$ cat src/rtl/mem_arbiter.sv
// Shares one RAM port between instruction fetch and data access.
// Data has priority; a starvation counter forces a fetch grant after STARVE_MAX data grants.
module mem_arbiter #(
    parameter int ADDR_W     = 32,
    parameter int DATA_W     = 32,
    parameter int STARVE_MAX = 4
) (
    input  logic              CLK,
    input  logic              nRST,
    input  logic              iREN,
    input  logic [ADDR_W-1:0] iaddr,
    output logic [DATA_W-1:0] iload,
    output logic              iwait,
    input  logic              dREN,
    input  logic              dWEN,
    input  logic [ADDR_W-1:0] daddr,
    input  logic [DATA_W-1:0] dstore,
    output logic [DATA_W-1:0] dload,
    output logic              dwait,
    output logic              ramREN,
    output logic              ramWEN,
    output logic [ADDR_W-1:0] ramaddr,
    output logic [DATA_W-1:0] ramstore,
    input  logic [DATA_W-1:0] ramload,
    input  logic              ram_ready,
    input  logic              ram_error,
    output logic              err_flag
);

    localparam int CNT_W = $clog2(STARVE_MAX + 1);
    localparam logic [CNT_W-1:0] STARVE_LIM = CNT_W'(STARVE_MAX);
    localparam logic [CNT_W-1:0] CNT_ONE    = CNT_W'(1);
    localparam logic [CNT_W-1:0] CNT_ZERO   = {CNT_W{1'b0}};

    typedef enum logic [1:0] {
        IDLE = 2'd0,
        IACC = 2'd1,
        DACC = 2'd2
    } state_t;

    state_t             state_r;
    state_t             state_s;
    logic [CNT_W-1:0]   starve_cnt_r;
    logic [CNT_W-1:0]   starve_cnt_s;
    logic [ADDR_W-1:0]  addr_r;
    logic [DATA_W-1:0]  store_r;
    logic               op_wr_r;
    logic               err_flag_r;
    logic               d_req_s;
    logic               grant_d_s;
    logic               grant_i_s;
    logic               done_s;

    // Arbitration, starvation bookkeeping and next-state selection
    always_comb begin
        d_req_s      = dREN | dWEN;
        grant_d_s    = 1'b0;
        grant_i_s    = 1'b0;
        done_s       = 1'b0;
        state_s      = state_r;
        starve_cnt_s = starve_cnt_r;
        case (state_r)
            IDLE: begin
                // A saturated counter hands the port to a pending fetch even if data is asking
                if (d_req_s && ((starve_cnt_r < STARVE_LIM) || !iREN)) begin
                    grant_d_s = 1'b1;
                    state_s   = DACC;
                    if (!iREN) begin
                        starve_cnt_s = CNT_ZERO;
                    end else if (starve_cnt_r < STARVE_LIM) begin
                        starve_cnt_s = starve_cnt_r + CNT_ONE;
                    end else begin
                        starve_cnt_s = starve_cnt_r;
                    end
                end else if (iREN) begin
                    grant_i_s    = 1'b1;
                    state_s      = IACC;
                    starve_cnt_s = CNT_ZERO;
                end else begin
                    state_s = IDLE;
                end
            end
            IACC, DACC: begin
                if (ram_ready) begin
                    done_s  = 1'b1;
                    state_s = IDLE;
                end else begin
                    state_s = state_r;
                end
            end
            default: begin
                state_s = IDLE;
            end
        endcase
    end

    // State, counter, sticky error and latched request registers
    always_ff @(posedge CLK or negedge nRST) begin
        if (!nRST) begin
            state_r      <= IDLE;
            starve_cnt_r <= CNT_ZERO;
            addr_r       <= {ADDR_W{1'b0}};
            store_r      <= {DATA_W{1'b0}};
            op_wr_r      <= 1'b0;
            err_flag_r   <= 1'b0;
        end else begin
            state_r      <= state_s;
            starve_cnt_r <= starve_cnt_s;
            err_flag_r   <= err_flag_r | (done_s & ram_error);
            if (grant_d_s) begin
                addr_r  <= daddr;
                store_r <= dstore;
                op_wr_r <= dWEN;
            end else if (grant_i_s) begin
                addr_r  <= iaddr;
            end
        end
    end

    // Completion handshake: only the owner sees wait drop, and only while ram_ready is high
    always_comb begin
        iwait = 1'b1;
        dwait = 1'b1;
        iload = {DATA_W{1'b0}};
        dload = {DATA_W{1'b0}};
        case (state_r)
            IACC: begin
                if (ram_ready) begin
                    iwait = 1'b0;
                    iload = ram_error ? {DATA_W{1'b0}} : ramload;
                end else begin
                    iwait = 1'b1;
                end
            end
            DACC: begin
                if (ram_ready) begin
                    dwait = 1'b0;
                    dload = (ram_error || op_wr_r) ? {DATA_W{1'b0}} : ramload;
                end else begin
                    dwait = 1'b1;
                end
            end
            default: begin
                iwait = 1'b1;
                dwait = 1'b1;
            end
        endcase
    end

    // RAM side is a pure function of registered state so requester changes never leak through
    assign ramREN   = (state_r == IACC) || ((state_r == DACC) && !op_wr_r);
    assign ramWEN   = (state_r == DACC) && op_wr_r;
    assign ramaddr  = addr_r;
    assign ramstore = store_r;
    assign err_flag = err_flag_r;

endmodule

$ cat config.mk
export PLATFORM = sky130hd
export DESIGN_NAME = mem_arbiter
export DESIGN_NICKNAME = d
export VERILOG_FILES = /design/src/rtl/mem_arbiter.sv
export SDC_FILE = /design/constraint.sdc
export NUM_CORES = 1
export LEC_CHECK = 0
export ABC_AREA = 1
export CORE_ASPECT_RATIO = 0.75
export CORE_MARGIN = 10
export CORE_UTILIZATION = 40
export DETAILED_ROUTE_END_ITERATION = 6
export PLACE_DENSITY_LB_ADDON = 0.08
export SLEW_MARGIN = 20
export SYNTH_ARGS = -nofsm -noshare
export SYNTH_HDL_FRONTEND = slang
export SYNTH_SLANG_ARGS = --single-unit
$ cat constraint.sdc
create_clock -name CLK -period 2.41 [get_ports CLK]
set_clock_uncertainty 0.2 [all_clocks]
set_input_delay 0.482 -clock CLK [delete_from_list [all_inputs] [get_ports CLK]]
set_output_delay 0.482 -clock CLK [all_outputs]
set_load 0.01 [all_outputs]
[Word level (Yosys, flattened, before mapping)]
Cells that the tools add are included.
Word-level totals
  logic and storage cells: 54
  output and inout port bits: 133
  bits of input ports: 135
  register bits: 71
Cells by class
  add/subtract/negate cells: 1
  mux-type cells: 26
  order comparisons: 1
  reductions and logical operators: 13
  eq/ne operators: 4
  bitwise logic cells: 3
Operator list (number)
  32-bit 2-to-1 mux: 8
  3-bit 2-to-1 mux: 4
  1-bit 2-to-1 mux: 11
  2-bit 2-to-1 mux: 2
  2-bit case mux with 2 select lines: 1
  2-bit nonzero test: 2
  3-bit by 1-bit adder with 3-bit output, second input constant: 1
  1-bit logical AND: 3
  1-bit logical OR: 3
  3-bit less-than comparator, second input constant: 1
  3-bit inequality test, second input constant: 1
  3-bit AND reduction: 1
  2-bit by 1-bit equality test with 1-bit output, second input constant: 1
  2-bit equality test, second input constant: 1
  1-bit logical NOT: 2
  2-bit logical NOT: 1
  2-bit inequality test, second input constant: 1
  1-bit OR: 2
  2-bit OR reduction: 1
  1-bit AND: 1

[Logic depth before layout (Yosys ltp)]
  depth in word-level cells: 7
  gate-level depth with buffers: 9
  gate-level depth less buffers: 7

[Worst setup path after synthesis]
OpenSTA, ideal clock, no wires.
  path type: input -> output
  start point: in ram_error
  end point: out dload[10]
  buffers on the path: 3
  setup slack: 0.482 ns
  required time: 1.728 ns
  cell stages on the path: 5
  data arrival time: 1.246 ns
  cells stage by stage: buf_6 or2_1 buf_6 buf_6 nor3_2
Between the ends
  word-level cells in the longest chain between the ends: 4
Ends and longest elaborated chain
  start, declared: line 26  | input logic ram_error,
  1-bit logical OR: line 138  | dload = (ram_error || op_wr_r) ? {DATA_W{1'b0}} : ramload;
  32-bit 2-to-1 mux: line 138
  32-bit 2-to-1 mux: line 136  | if (ram_ready) begin
  32-bit 2-to-1 mux: line 126  | case (state_r)
  end, declared: line 18  | output logic [DATA_W-1:0] dload,
Every way passes these cells.

[Final worst setup path]
  start point: in ram_error
  end point: out dload[0]
Same word-level chain as after synthesis.

==> results.yml <==
floorplanning:
  die_height_um: 108.7
  die_w_um: 138.2
  core_um2: 10250
  start_util_pct: 40.91
  io-pin-count: 268
  rows: 32
  dieArea_um2: 15020
routing:
  remaining_drc_errors: 0
  dr.pass1.iters: 5
  viasPerCell: 4.814
  drtAntennaViolNets: 0
  drtIter0Drc: 274
  wl_per_cell_um: 17.56
  vias: 4747
  routed_wl_mm: 17.32
clock_tree:
  clock_sinks: 71
  clockBufferDepth: 2
  cts-root-buf: "clkbuf_16"
  htreeDepth: 3
  clk_pin_slew_ns: 0.07
  cts_tree: "done"
  cts_buffers: 9
  clock_latency_ns: 0.32
synth:
  ys_warn_count: 0
  ys_types: 24
  synth.area.top_cells: "dfrtp_1 (42%), nand2_1 (18%), inv_1 (9.8%)"
  synth_nets: 714
  ys_seq_elements: 71
  synthCells: 575
  yosys.area.top_type_share_pct: 42.38
  yosysSeqAreaShare_pct: 42.38
  synth_area_leader_cell: "dfrtp_1"
  synthesis.area_um2: 4193
  syn_avg_cell_area_um2: 7.292
timing:
  min_period_ns: 2.348
  maxSlewHeadroom_pct: 56.25
  rsz0062_at_grt: "true"
  setup_viol: 0
  finalCritPeriodShare_pct: 97.44
  fmax_ghz: 0.4258
  tns_ns: 0
  worst_pin_slew_ns: 0.6563
  drv_slew: 0
  final-hold-violation-count: 0
global_route:
  track_usage_pct: 21.14
  first_global_vias: 4719
  antenna_found_initial: 1
  grt_pass1_wl_mm: 25.88
  gr-total-overflow: 0
  grt_max_degree: 42
worst_setup_path:
  endpoint_kind: "output port"
  critPathKind: "input port to output port"
  critPathMaxFanout: 16
  cp.arrival_ns: 1.67
  critPathLaunch: "ram_error"
  reg2reg_from: "state_r[0]"
  required_ns: 1.73
  cp-start-kind: "input port"
pwr:
  peakVddDrop_v: 0.0007093
  leakage_nw: 3.750
  powerDensity_nw_per_um2: 1016
hold_path:
  hold_start: "ramstore[25]"
  hold_class: "flop to flop"
job:
  maxCapViolCount: 0
layout:
  multi_input_area_um2: 1817
  layout.nets: 984
  n_antenna_cell: 0
  seq_area_um2: 1777
  drive_above_1_share_pct: 19.29
  area_growth_pct: 70.55
  fillerInstances: 878
  stdcell_count: 986
place:
  portBuffers: 267
  dp_cells: 966
  hpwl_mm: 13.32
  gp_congestion: 0.8938
outcome:
  status: "completed"
layout make-up:
cell class	count	area share [%]
Inverter	111	5.827
Tap cell	136	2.380
Clock buffer	9	3.150
Multi-Input combinational cell	353	25.41
Sequential cell	71	24.85
Timing Repair Buffer	299	37.53
Clock inverter	7	0.8574
what timing repair did:
item,in CTS,in global routing
gates cloned,1,2
setup endpoints to repair,68,54
hold buffers,1,0
setup buffers,0,0
endpoints found under the hold margin,24,0
resized for setup,175,104
synth_stat cells:
library cell	instances
nand2_1	203
inv_1	109
dfrtp_1	71
nand4_1	34
nand3_1	33
nor3_1	33
nor3_2	30
buf_2	14
clkbuf_1	11
buf_4	7
buf_6	7
ha_1	4
o21ai_0	4
nor2_1	3
inv_2	2
nand2_2	2
a21oi_1	1
a31o_2	1
buf_1	1
nand2_4	1
nand3_2	1
nor4_1	1
o22ai_1	1
or2_1	1
where the power goes:
group	total [mW]	internal, mW	switching (mW)
combinational	3.90	1.84	2.06
clock	1.27	0.716	0.553
sequential	2.09	1.78	0.315
total	7.27	4.34	2.93
cells by family after synthesis:
logic type,Yosys count,share of synthesized area [%]
DFF,71,42.38
adders and majority gates,4,1.194
AOI/OAI and AO/OA,7,0.9550
buffers and inverters,151,15.82
and+or+nand+nor,342,39.66
state kept, by name, indices dropped and copies added (netlist names):
register      cells
ramaddr          32
state_r           2
starve_cnt_r      3
err_flag          1
op_wr_r           1
ramstore         32
critical path, cell delays in order:
cell	delay, ns
clkdlybuf4s50_1	0.42
or2_4	0.29
buf_12	0.17
nor3_1	0.13
buf_2	0.17
metrics by stage:
stage                     hold WS, ns  util [%]  area (um^2)  total power [mW]  setup slack, ns
after floorplan              -0.01359         -         4193             4.007           0.4822
after global placement         0.2614     68.85         7057             5.942          -0.3716
after detailed placement       0.2641     68.85         7057             6.041          -0.3816
after CTS                      0.2821     71.64         7343             7.351        0.0007920
after global routing           0.2961     69.76         7151             7.788        -0.003494
final                          0.2775     69.76         7151             7.267          0.06170
per-layer routing:
| metal | GRT usage, % | part of all wire, % | vias up |
|---|---|---|---|
| li1 | - | - | 2316 |
| met1 | 23.48 | 40 | 2202 |
| met2 | 37.33 | 50 | 204 |
| met3 | 9.079 | 8.0 | 23 |
| met4 | 4.655 | 2.0 | 2 |
| met5 | 0 | 0.075 | - |
final timing paths:
check,end,slack (ns),cells after the start
min in group asynchronous,ramaddr[2],0.52,2
setup / recovery,dload[0],0.06,5
hold / removal,ramstore[25],0.28,2
hold reg to reg,ramstore[25],0.28,2
max in group asynchronous,ramstore[29],0.85,3
setup reg to reg,ramaddr[19],0.39,8
cell usage in the layout (no fill, tap or decap):
| cell | synthesis | final |
|---|---|---|
| buf_12 | 0 | 5 |
| nor2_1 | 3 | 3 |
| ha_1 | 4 | 2 |
| clkdlybuf4s50_1 | 0 | 197 |
| or2_4 | 0 | 1 |
| buf_6 | 7 | 1 |
| nand2_4 | 1 | 2 |
| dlygate4sd2_1 | 0 | 4 |
| nand4_1 | 34 | 34 |
| nor4_2 | 0 | 1 |
| clkinv_4 | 0 | 1 |
| a31o_2 | 1 | 1 |
| inv_6 | 0 | 3 |
| inv_8 | 0 | 1 |
| inv_2 | 2 | 2 |
| buf_16 | 0 | 1 |
| nor3_2 | 30 | 38 |
| ha_2 | 0 | 2 |
| o22ai_1 | 1 | 1 |
| dlygate4sd3_1 | 0 | 1 |
| dfrtp_1 | 71 | 71 |
| nand3_1 | 33 | 33 |
| buf_4 | 7 | 23 |
| nand2_2 | 2 | 3 |
| o21ai_0 | 4 | 4 |
| a21oi_1 | 1 | 1 |
| nand2_1 | 203 | 201 |
| buf_2 | 14 | 37 |
| inv_1 | 109 | 109 |
| clkinvlp_4 | 0 | 2 |
| clkbuf_2 | 0 | 29 |
| nor3_1 | 33 | 25 |
| clkbuf_16 | 0 | 10 |
| nand3_2 | 1 | 1 |
Power figures use the tool's default switching activity.
